===== config.mk =====
export PLATFORM = sky130hd
export DESIGN_NAME = instr_prefetch
export DESIGN_NICKNAME = d
export VERILOG_FILES = /design/src/rtl/instr_prefetch.sv
export SDC_FILE = /design/constraint.sdc
export NUM_CORES = 1
export LEC_CHECK = 0
export BUFFER_PORTS_ARGS = -buffer_cell sky130_fd_sc_hd__clkbuf_2
export CORE_UTILIZATION = 45
export DETAILED_ROUTE_END_ITERATION = 7
export MAX_ROUTING_LAYER = met4
export PLACE_DENSITY = 0.75
export SLEW_MARGIN = 20
export SYNTH_ARGS = -nofsm -noshare
export SYNTH_HDL_FRONTEND = slang
export SYNTH_SLANG_ARGS = --single-unit

===== constraint.sdc =====
create_clock -name clk -period 3.3 [get_ports clk]
set_input_delay 0.165 -clock clk [delete_from_list [all_inputs] [get_ports clk]]
set_output_delay 0.165 -clock clk [all_outputs]
set_load 0.05 [all_outputs]

===== src/rtl/instr_prefetch.sv =====
// Instruction fetch stage: in-order fetch queue with credit-based issue and redirect flush.
// Optional same-cycle response bypass to the decoder is enabled by defining IFETCH_BYPASS_EN.
module instr_prefetch #(
    parameter int          DEPTH    = 4,
    parameter logic [31:0] RESET_PC = 32'h0000_0000
) (
    input  logic        clk,
    input  logic        reset,
    output logic        imem_req,
    output logic [31:0] imem_addr,
    input  logic        imem_ready,
    input  logic        imem_rvalid,
    input  logic [31:0] imem_rdata,
    input  logic        redirect,
    input  logic [31:0] redirect_pc,
    output logic        instr_valid,
    input  logic        instr_ready,
    output logic [31:0] Instr,
    output logic [31:0] PC,
    output logic [31:0] PCPlus8,
    output logic [1:0]  Op,
    output logic [5:0]  Funct,
    output logic [3:0]  Rd
);

    localparam int AW = $clog2(DEPTH);
    localparam int CW = $clog2(DEPTH + 1);

    logic [31:0]   fetch_pc, resp_pc;
    logic [CW-1:0] count, outstanding, discard;
    logic [AW-1:0] rd_ptr, wr_ptr;
    logic [31:0]   q_pc    [DEPTH];
    logic [31:0]   q_instr [DEPTH];

    logic [CW:0]   inflight;
    logic          accept, rsp, keep, bypass, head_vld, pop, push;
    logic [31:0]   redir_aligned;

    // Issue credit: queued words plus in-flight fetches never exceed DEPTH
    assign inflight      = {1'b0, count} + {1'b0, outstanding};
    assign imem_req      = !reset && !redirect && (inflight < (CW+1)'(DEPTH));
    assign imem_addr     = fetch_pc;
    assign accept        = imem_req && imem_ready;
    assign redir_aligned = {redirect_pc[31:2], 2'b00};

    // Responses with nothing outstanding are protocol errors and are ignored
    assign rsp  = imem_rvalid && (outstanding != '0);
    assign keep = rsp && (discard == '0) && !redirect;

`ifdef IFETCH_BYPASS_EN
    assign bypass = keep && (count == '0);
`else
    assign bypass = 1'b0;
`endif

    assign head_vld    = (count != '0);
    assign instr_valid = head_vld || bypass;
    assign pop         = head_vld && instr_ready && !redirect;
    assign push        = keep && !(bypass && instr_ready);

    always_comb begin
        PC    = 32'h0;
        Instr = 32'h0;
        if (bypass) begin
            PC    = resp_pc;
            Instr = imem_rdata;
        end else if (head_vld) begin
            PC    = q_pc[rd_ptr];
            Instr = q_instr[rd_ptr];
        end
    end

    assign PCPlus8 = PC + 32'd8;
    assign Op      = Instr[27:26];
    assign Funct   = Instr[25:20];
    assign Rd      = Instr[15:12];

    // Control state: pointers, counters, fetch/response PCs
    always_ff @(posedge clk) begin
        if (reset) begin
            fetch_pc    <= RESET_PC;
            resp_pc     <= RESET_PC;
            count       <= '0;
            outstanding <= '0;
            discard     <= '0;
            rd_ptr      <= '0;
            wr_ptr      <= '0;
        end else if (redirect) begin
            // Everything still in flight after this cycle's response is stale
            fetch_pc    <= redir_aligned;
            resp_pc     <= redir_aligned;
            count       <= '0;
            rd_ptr      <= '0;
            wr_ptr      <= '0;
            outstanding <= outstanding - CW'(rsp);
            discard     <= outstanding - CW'(rsp);
        end else begin
            if (accept)
                fetch_pc <= fetch_pc + 32'd4;
            if (keep)
                resp_pc <= resp_pc + 32'd4;
            outstanding <= outstanding + CW'(accept) - CW'(rsp);
            if (rsp && (discard != '0))
                discard <= discard - CW'(1);
            if (push)
                wr_ptr <= wr_ptr + AW'(1);
            if (pop)
                rd_ptr <= rd_ptr + AW'(1);
            count <= count + CW'(push) - CW'(pop);
        end
    end

    // Queue storage carries no reset; validity is tracked by count
    always_ff @(posedge clk) begin
        if (push) begin
            q_pc[wr_ptr]    <= resp_pc;
            q_instr[wr_ptr] <= imem_rdata;
        end
    end

endmodule

# --- Word-level counts from Yosys, hierarchy flattened ---
# Memories as Yosys holds them, arrays and structs flattened. A register that Yosys moved wholly into a read port is not among the register bits.
# Cells that the tools add are included.
op_classes:
  n_addsub: 12
  order_cmp: 1
  mux: 15
  reduce_logical: 19
ops:
  columns: ["cell", "count"]
  rows:
  - ["32-bit two-way mux", 6]
  - ["32-bit by 3-bit adder with 32-bit output (second input constant)", 2]
  - ["32-bit by 4-bit adder with 32-bit output (second input constant)", 1]
  - ["1-bit logical AND", 9]
  - ["3-bit two-way mux", 3]
  - ["3-bit nonzero test", 3]
  - ["3-bit by 1-bit subtractor with 3-bit output", 3]
  - ["2-bit two-way mux", 4]
  - ["3-bit by 1-bit adder with 3-bit output", 2]
  - ["2-bit nonzero test", 3]
  - ["2-bit by 1-bit adder with 2-bit output (second input constant)", 2]
  - ["3-bit by 3-bit adder with 4-bit output", 1]
  - ["4-bit by 3-bit < comparator with 1-bit output (second input constant)", 1]
  - ["3-bit zero test", 1]
  - ["3-bit by 1-bit subtractor with 3-bit output (second input constant)", 1]
  - ["1-bit zero test", 2]
  - ["1-bit two-way mux", 2]
  - ["2-bit OR reduction", 1]
word_totals:
  regBits: 77
  ramBits: 256
  in_bits: 70
  out_inout_bits: 142
  word_cells: 58
  memories: 2
memory_table:
  columns: ["name", "depth", "width", "read_ports", "rd_ports_with_merged_regs", "wr", "line_no", "text"]
  rows:
  - ["q_instr", 4, 32, 1, 1, 1, "33", "logic [31:0] q_instr [DEPTH];"]
  - ["q_pc", 4, 32, 1, 1, 1, "32", "logic [31:0] q_pc [DEPTH];"]

# --- Longest topological paths before layout ---
# Gate-level depths: netlist (run 1).
depth:
  ltp_word: 7
  mapped_depth: 14

# --- Worst setup path after synthesis (run 1) ---
# No wires, ideal clock.
synth_path:
  kind: "reg2out"
  start: "reg count[1]"
  end: "out PCPlus8[29]"
  t_arrival_ns: 4.733
  required_time_ns: 3.135
  path_slack_ns: -1.598
  stages_incl_launch_ff: 15
  cell_sequence: "dfxtp_1 nor3_1 inv_1 clkbuf_1 buf_2 clkbuf_1 nand2_1 inv_1 ha_1 inv_1 or3_1 buf_6 nor4_4 nand4_1 xnor2_1"
synth_via:
  elab_chain_cells: 3
synth_lines:
  columns: ["item", "line_no", "text"]
  rows:
  - ["start, declared", "30", "logic [CW-1:0] count, outstanding, discard;"]
  - ["start signal, assigned", "109", "count <= count + CW'(push) - CW'(pop);"]
  - ["3-bit nonzero test", "56", "assign head_vld = (count != '0);"]
  - ["via instr_valid", "16", "output logic instr_valid,"]
  - ["32-bit two-way mux", "67", "end else if (head_vld) begin"]
  - ["via PC[3]", "19", "output logic [31:0] PC,"]
  - ["32-bit by 4-bit adder with 32-bit output", "73", "assign PCPlus8 = PC + 32'd8;"]
  - ["end, declared", "20", "output logic [31:0] PCPlus8,"]
# The timed path passes the listed nets, and every way through them passes these cells.

==> results of run 1 <==
-- layer usage --
layer	track usage [%]	up-vias	wire length, um
met4	4.55	0	544
met2	32.1	449	15400
met5	-	-	0
met1	27.9	4697	14200
met3	3.68	40	2620
li1	-	4395	-
-- where the power goes --
| part | internal (mW) | switching (mW) |
|---|---|---|
| Combinational | 0.520 | 0.997 |
| Sequential | 4.60 | 0.148 |
| Clock | 2.34 | 1.53 |
| Total | 7.46 | 2.68 |
-- worst max-delay path, delay by kind of cell, from the launching register on --
family	cells	cell delay [ns]
xor gates and xnor gates	1	0.23
buffers and inverters	3	0.50
DFF	1	0.41
muxes	1	0.37
and+or+nand+nor	4	0.99
-- kinds of logic (layout without fill, tap and decap cells) --
kind of cell / after synthesis / after routing / synth area share (%)
XOR/XNOR: 67 / 67 / 4.11
AO/OA/AOI/OAI: 118 / 118 / 5.03
AND/OR/NAND/NOR: 332 / 332 / 12.2
adder cells (fa/ha/maj): 19 / 19 / 1.77
other: 1 / 7 / 0.0262
flip-flops: 323 / 323 / 62.6
multiplexers: 70 / 70 / 10.7
buffers and inverters: 105 / 389 / 3.55
-- synthesized netlist by cell type, types with 21 or more instances --
| cell type | n | area (um2) |
|---|---|---|
| a21oi_1 | 34 | 170 |
| a31oi_1 | 23 | 144 |
| and2_1 | 66 | 413 |
| buf_4 | 21 | 158 |
| clkbuf_1 | 31 | 116 |
| dfxtp_1 | 75 | 1500 |
| edfxtp_1 | 248 | 7450 |
| inv_1 | 32 | 120 |
| mux4_2 | 61 | 1370 |
| nand2_1 | 89 | 334 |
| nand3_1 | 22 | 110 |
| nand4_1 | 27 | 169 |
| nor2_1 | 54 | 203 |
| o21ai_0 | 26 | 130 |
| xnor2_1 | 34 | 298 |
| xor2_1 | 33 | 289 |
-- registers in the layout, summed over array words and instances, names as in the netlist, named ones only --
register,cells
wr_ptr,2
q_instr,128
imem_addr,30
discard,3
q_pc,120
count,3
rd_ptr,2
resp_pc,30
outstanding,3
-- area by class of cell --
class,count,area [um2]
diodes,1,2.50
flip-flops and latches,323,8960
inverters,34,131
fillers,2425,13100
well taps,396,495
multi-input cells,612,5010
clock inverters,19,240
clock buffers,41,898
repair buffers,295,2040
-- what timing repair did --
item / CTS / global route
buffers inserted: 3 / 6
endpoints found under the hold margin: 175 / 0
gates resized for setup: 10 / 6
pin swaps: 2 / 4
hold buffers: 58 / 0
setup endpoints to repair: 16 / 15
-- how the worst max path moves through the flow --
stage | startpoint | to | slack (ns) | cells past startpoint
finish | register | PCPlus8[31] | 0.12 | 9
global route | register | PCPlus8[29] | 0.007 | 10
CTS | register | PCPlus8[30] | 0.002 | 8
detailed placement | register | PCPlus8[17] | 0.33 | 11
global placement | register | PCPlus8[29] | 0.39 | 10
floorplan | count[1] | PCPlus8[29] | 0.04 | 14
==> summary.md, run 1 <==
| Metric | Value |
|---|---|
| H-tree depth reported by CTS | `2` |
| Max_slew headroom | `approximately 49%` |
| Number of violations reported at the end of detailed-routing iteration 0 | `632` |
| Final instance area | `0.0178 mm2` |
| Clock buffer depth | `3` |
| Fraction of registers with async set or reset after synthesis | `0%` |
| Die outline area | `0.0325 mm2` |
| Leakage | `~6.6 nW` |
| Summed negative setup slack over all endpoints | `0 ns` |
| Fmax achieved | `0.314 GHz` |
| Routed vias/inst | `5.57` |
| Largest net degree at the start of global routing | `63` |
| Syn Inst Count | `1035` |
| Setup slack at placement | `0.326 ns` |
| Sequential share of the synthesized area | `62.6%` |
| Final Worst Setup Slack | `0.115 ns` |
| TritonCTS clock tree | `yes` |
| Register bit total from synthesis | `approximately 320` |
| Final hold vios | `0` |
| Flop-to-flop setup slack | `around 0.5 ns` |
| Max Slew Vio Count | `0` |
| Number of cell instances on the worst register-to-register path | `12` |
| Most common library cell in the layout ignoring fill and taps | `edfxtp_1` |
| Result of the run | `finished, final reports clean` |
| Total number of clock tree sinks | `approximately 320` |
| Crit Path Max Fanout | `10` |
| Synth-to-Final Area Change | `24.4%` |
| Antenna violations before repair | `1` |
| Layout Nets | `1389` |
| Fin Hold WS | `0.0216 ns` |
| Worst Skew | `0.0234 ns` |
| Largest stage delay on the critical path | `0.44 ns` |
| Wire length of the first global-routing pass | `50700 um` |
| Setup crit end kind | `output pin` |
| Hold Crit Endpoint | `imem_addr[6]` |
| Share of layout cells above drive strength 1 | `28.9%` |
| Total number of vias | `approximately 9600` |
| Worst path cell trace | `buf_12 > mux4_2 > nand3_2 > or3_4 > nor4_4 > buf_4 > nand4_1 > xnor2_4 > buf_12` |
| Dominant synthesized flop cell | `edfxtp_1` |
| Number of optimization iterations in the first detailed-route pass | `5` |
| Post-DP HPWL | `around 21000 um` |
| Mapped Area | `about 0.014 mm2` |
| Layout Utilization | `a little under three fifths` |
| Total CTS buffers | `34` |
| GRT Util Overall | `20.5%` |
| Number of distinct standard cells referenced by the synthesized netlist | `58` |
| Leftover overflow at the end of global routing | `0` |
| Placed insts | `1593` |
| Number of global-route vias before repair | `about 9000` |
| Clock Pin Slew Worst Setup and Hold Paths | `~0.060 ns` |
| Worst Setup Start Kind | `register` |
| Data arrival time of the worst path | `3.02 ns` |
| Measured slew at the worst slew-check pin | `0.765 ns` |
| Number of instances on the worst hold path | `3` |
| Clock Latency Late Sink | `approximately 0.52 ns` |
| Minimum period implied by the final worst setup slack | `3.18 ns` |
| Final total power | `approximately 10 mW` |
| Die width | `between 150 and 200 um` |
| Count of maximum capacitance violations | `0` |
| Worst hold path startpoint | `redirect_pc[6]` |
| Initial core utilization | `46.2%` |
| Final Setup Violations | `0` |
| Capture point of the worst reg-to-reg path | `outstanding[2]` |
| Routability congestion estimate from global placement | `just under 0.9` |
| Crit-path slowest cell | `or3_4` |
| Root buf cell | `clkbuf_16` |
| Post-route insts no fill | `1721` |
| Power density normalized to cell area | `570 mW/mm2` |
| Chip height | `180 um` |
| Startpoint of the most critical register-to-register path | `outstanding[1]` |
| Mean instance size in the synthesized netlist | `13.8 um2` |
| Critical path's most frequent cell | `buf_12` |
| Number of nets still failing antenna checks after routing | `0` |
| Required time of the worst setup path | `3.13 ns` |
| Yosys Warn Count | `0` |
| # rows | `64` |
| DR DRC count | `0` |
| Number of buffer cells added on primary ports | `203` |
| Critical Setup Path Class | `reg -> out` |
| Commonest cells after routing, fill and taps aside | `edfxtp_1, clkbuf_2, nand2_1` |
| Final wirelength | `32800 um` |
| RSZ-0062 raised after global routing | `false` |
| Placeable core region | `0.0309 mm2` |
| Mean routed wirelength per cell | `19.1 um` |
| Placed inst area | `0.0159 mm2` |
| Hold Crit Class | `in -> reg` |
| Number of flops mapped to enable cells by yosys | `about 250` |
| Fin crit share | `96.5%` |
| Worst voltage drop across the vdd grid | `0.000381 V` |
| Num ports | `212` |
Power figures use the tool's default switching activity.
==> inputs of run 2 (changes only) <==
Settings changed: CORE_ASPECT_RATIO from default to 1.4, PLACE_DENSITY 0.75 to 0.7.
==> run 2 against run 1 <==
  * The run now ends with design-rule violations left
  * Worst hold slack gained 0.012 ns
  * Sequential share of layout area grew 0.099 points
  * Routed wire length shrank 4.4%
  * Sequential cell count is the same
  * Clock-buffer cell count grew 1
  * Critical path type unchanged
  * Largest power group unchanged
  * Highest routed layer unchanged
==> summary.md, run 2 (synthesis gave the netlist of run 1 again) <==
| Metric | Value |
|---|---|
| Number of global-route vias before repair | `approximately 9300` |
| Placed inst area | `0.0159 mm2` |
| Most common library cell in the layout ignoring fill and taps | `edfxtp_1` |
| Count of maximum capacitance violations | `0` |
| Flop-to-flop setup slack | `0.58 ns` |
| Layout Nets | `1398` |
| Post-route insts no fill | `1723` |
| Required time of the worst setup path | `about 3.1 ns` |
| Clock Latency Late Sink | `0.56 ns` |
| Setup crit end kind | `output pin` |
| Leftover overflow at the end of global routing | `0` |
| Power density normalized to cell area | `about 550 mW/mm2` |
| Number of optimization iterations in the first detailed-route pass | `8` |
| Number of buffer cells added on primary ports | `203` |
| Result of the run | `finished with violations` |
| TritonCTS clock tree | `yes` |
| Hold Crit Class | `in -> reg` |
| Final hold vios | `0` |
| Antenna diode count | `0` |
| Leakage | `6.53 nW` |
| Largest Register | `q_instr` |
| RSZ-0062 raised after global routing | `true` |
| Mean routed wirelength per cell | `18.2 um` |
| Largest registers ranked by flip-flop count | `q_instr (128), q_pc (120)` |
| Post-DP HPWL | `20700 um` |
| Die outline area | `about 0.032 mm2` |
| Wire length of the first global-routing pass | `49500 um` |
| Worst Setup Start Kind | `register` |
| Initial core utilization | `46.1%` |
| DR DRC count | `17` |
| Share of layout cells above drive strength 1 | `29.1%` |
| Clock Pin Slew Worst Setup and Hold Paths | `0.07 ns` |
| Summed negative setup slack over all endpoints | `0 ns` |
| Fill cell count | `2477` |
| Num ports | `212` |
| Final wirelength | `31400 um` |
| Max_slew headroom | `46.1%` |
| Placed insts | `1590` |
| Fmax achieved | `0.305 GHz` |
| Chip height | `between 200 and 250 um` |
| Number of violations reported at the end of detailed-routing iteration 0 | `559` |
| Number of instances on the worst hold path | `3` |
| Routed vias/inst | `5.41` |
| Crit Path Max Fanout | `8` |
| Capture point of the worst reg-to-reg path | `outstanding[2]` |
| Routability congestion estimate from global placement | `0.873` |
| Critical Setup Path Class | `reg -> out` |
| Minimum period implied by the final worst setup slack | `3.28 ns` |
| Flip-flop count of the largest register, all copies and words added | `roughly 130` |
| Largest net degree at the start of global routing | `between 60 and 70` |
| Final Setup Violations | `0` |
| Number of cell instances on the worst register-to-register path | `12` |
| Placeable core region | `a little over 0.03 mm2` |
| Final total power | `9.67 mW` |
| Data arrival time of the worst path | `slightly above 3 ns` |
| Violations in the final reports | `design-rule violations` |
| Synth-to-Final Area Change | `24.1%` |
| Total number of clock tree sinks | `323` |
| Worst voltage drop across the vdd grid | `0.000306 V` |
| H-tree depth reported by CTS | `1` |
| Total CTS buffers | `30` |
| Worst hold path startpoint | `redirect` |
| Die width | `between 150 and 200 um` |
| Commonest cells after routing, fill and taps aside | `edfxtp_1, clkbuf_2, nand2_1` |
| Fin crit share | `99.3%` |
| Worst Skew | `0.0113 ns` |
| # rows | `76` |
| GRT Util Overall | `about a fifth` |
| Hold Crit Endpoint | `count[0]` |
| Clock buffer depth | `3` |
| Root buf cell | `clkbuf_16` |
| Antenna violations before repair | `0` |
| Number of nets still failing antenna checks after routing | `0` |
| Final instance area | `0.0177 mm2` |
| Layout Utilization | `57.2%` |
| Startpoint of the most critical register-to-register path | `outstanding[1]` |
| Total number of vias | `9313` |
| Max Slew Vio Count | `0` |
| Measured slew at the worst slew-check pin | `0.806 ns` |
==> run 2: cell count changes in the layout (fill, tap and decap cells not counted), moves of 4 or more <==
cell | before | now
clkbuf_8 | 1 | 5
clkbuf_2 | 194 | 186
dlygate4sd3_1 | 58 | 63
clkbuf_16 | 35 | 31
buf_4 | 26 | 31
clkbuf_4 | 1 | 10
==> run 2: final cells by class <==
cell class	instances	area [um2]	share of cell area [%]
Clock inverter	14	133	0.748
Clock buffer	42	857	4.83
Tap cell	390	488	2.75
Inverter	34	131	0.741
Multi-Input combinational cell	612	4980	28.1
Sequential cell	323	8960	50.5
Timing Repair Buffer	308	2200	12.4
==> run 2: report_power, final <==
part | leakage [nW] | total, mW | switching, mW | internal [mW]
Clock | 0.470 | 3.42 | 1.45 | 1.97
Sequential | 2.87 | 4.74 | 0.138 | 4.60
Combinational | 3.19 | 1.51 | 0.978 | 0.532
==> run 2: timing repair <==
action / in CTS / in global routing
gates resized for setup: 19 / 14
hold buffers: 63 / 0
pin swaps: 5 / 9
setup buffers: 8 / 6
endpoints found under the hold margin: 189 / 0
endpoints found under the setup margin: 17 / 14
==> run 2: how the worst max path moves through the flow <==
stage,end,slack (ns),cells past startpoint
4_1_cts,PCPlus8[25],-0.03,11
6_report,PCPlus8[29],0.02,12
3_5_place_dp,PCPlus8[29],0.21,11
5_1_grt,PCPlus8[29],-0.11,12
3_3_place_gp,PCPlus8[29],0.24,11
2_1_floorplan,PCPlus8[29],0.04,14
==> run 2: metal layers <==
metal | share of wire, % | global-route usage, % | up-vias
li1 | - | - | 4408
met1 | 41 | 24.7 | 4558
met2 | 51 | 34.6 | 305
met3 | 5.5 | 2.60 | 42
met4 | 2.1 | 5.89 | 0
met5 | 0 | - | -
==> run 2: worst max-delay path, cell delays in order, from the launching register on <==
cell,delay (ns)
dfxtp_4,0.39
mux4_2,0.41
nand2_8,0.06
clkinvlp_4,0.08
ha_4,0.14
inv_2,0.03
or3_4,0.42
nor4_4,0.13
buf_4,0.18
buf_6,0.11
nand4_1,0.20
xnor2_4,0.24
buf_12,0.15
==> run 2: stage by stage <==
step / hold slack (ns) / setup slack [ns]
after floorplan: 0.264 / 0.0386
after global placement: 0.380 / 0.240
after detailed placement: 0.386 / 0.209
after CTS: 0.0148 / -0.0270
after global routing: 0.0157 / -0.112
final: 0.0338 / 0.0226
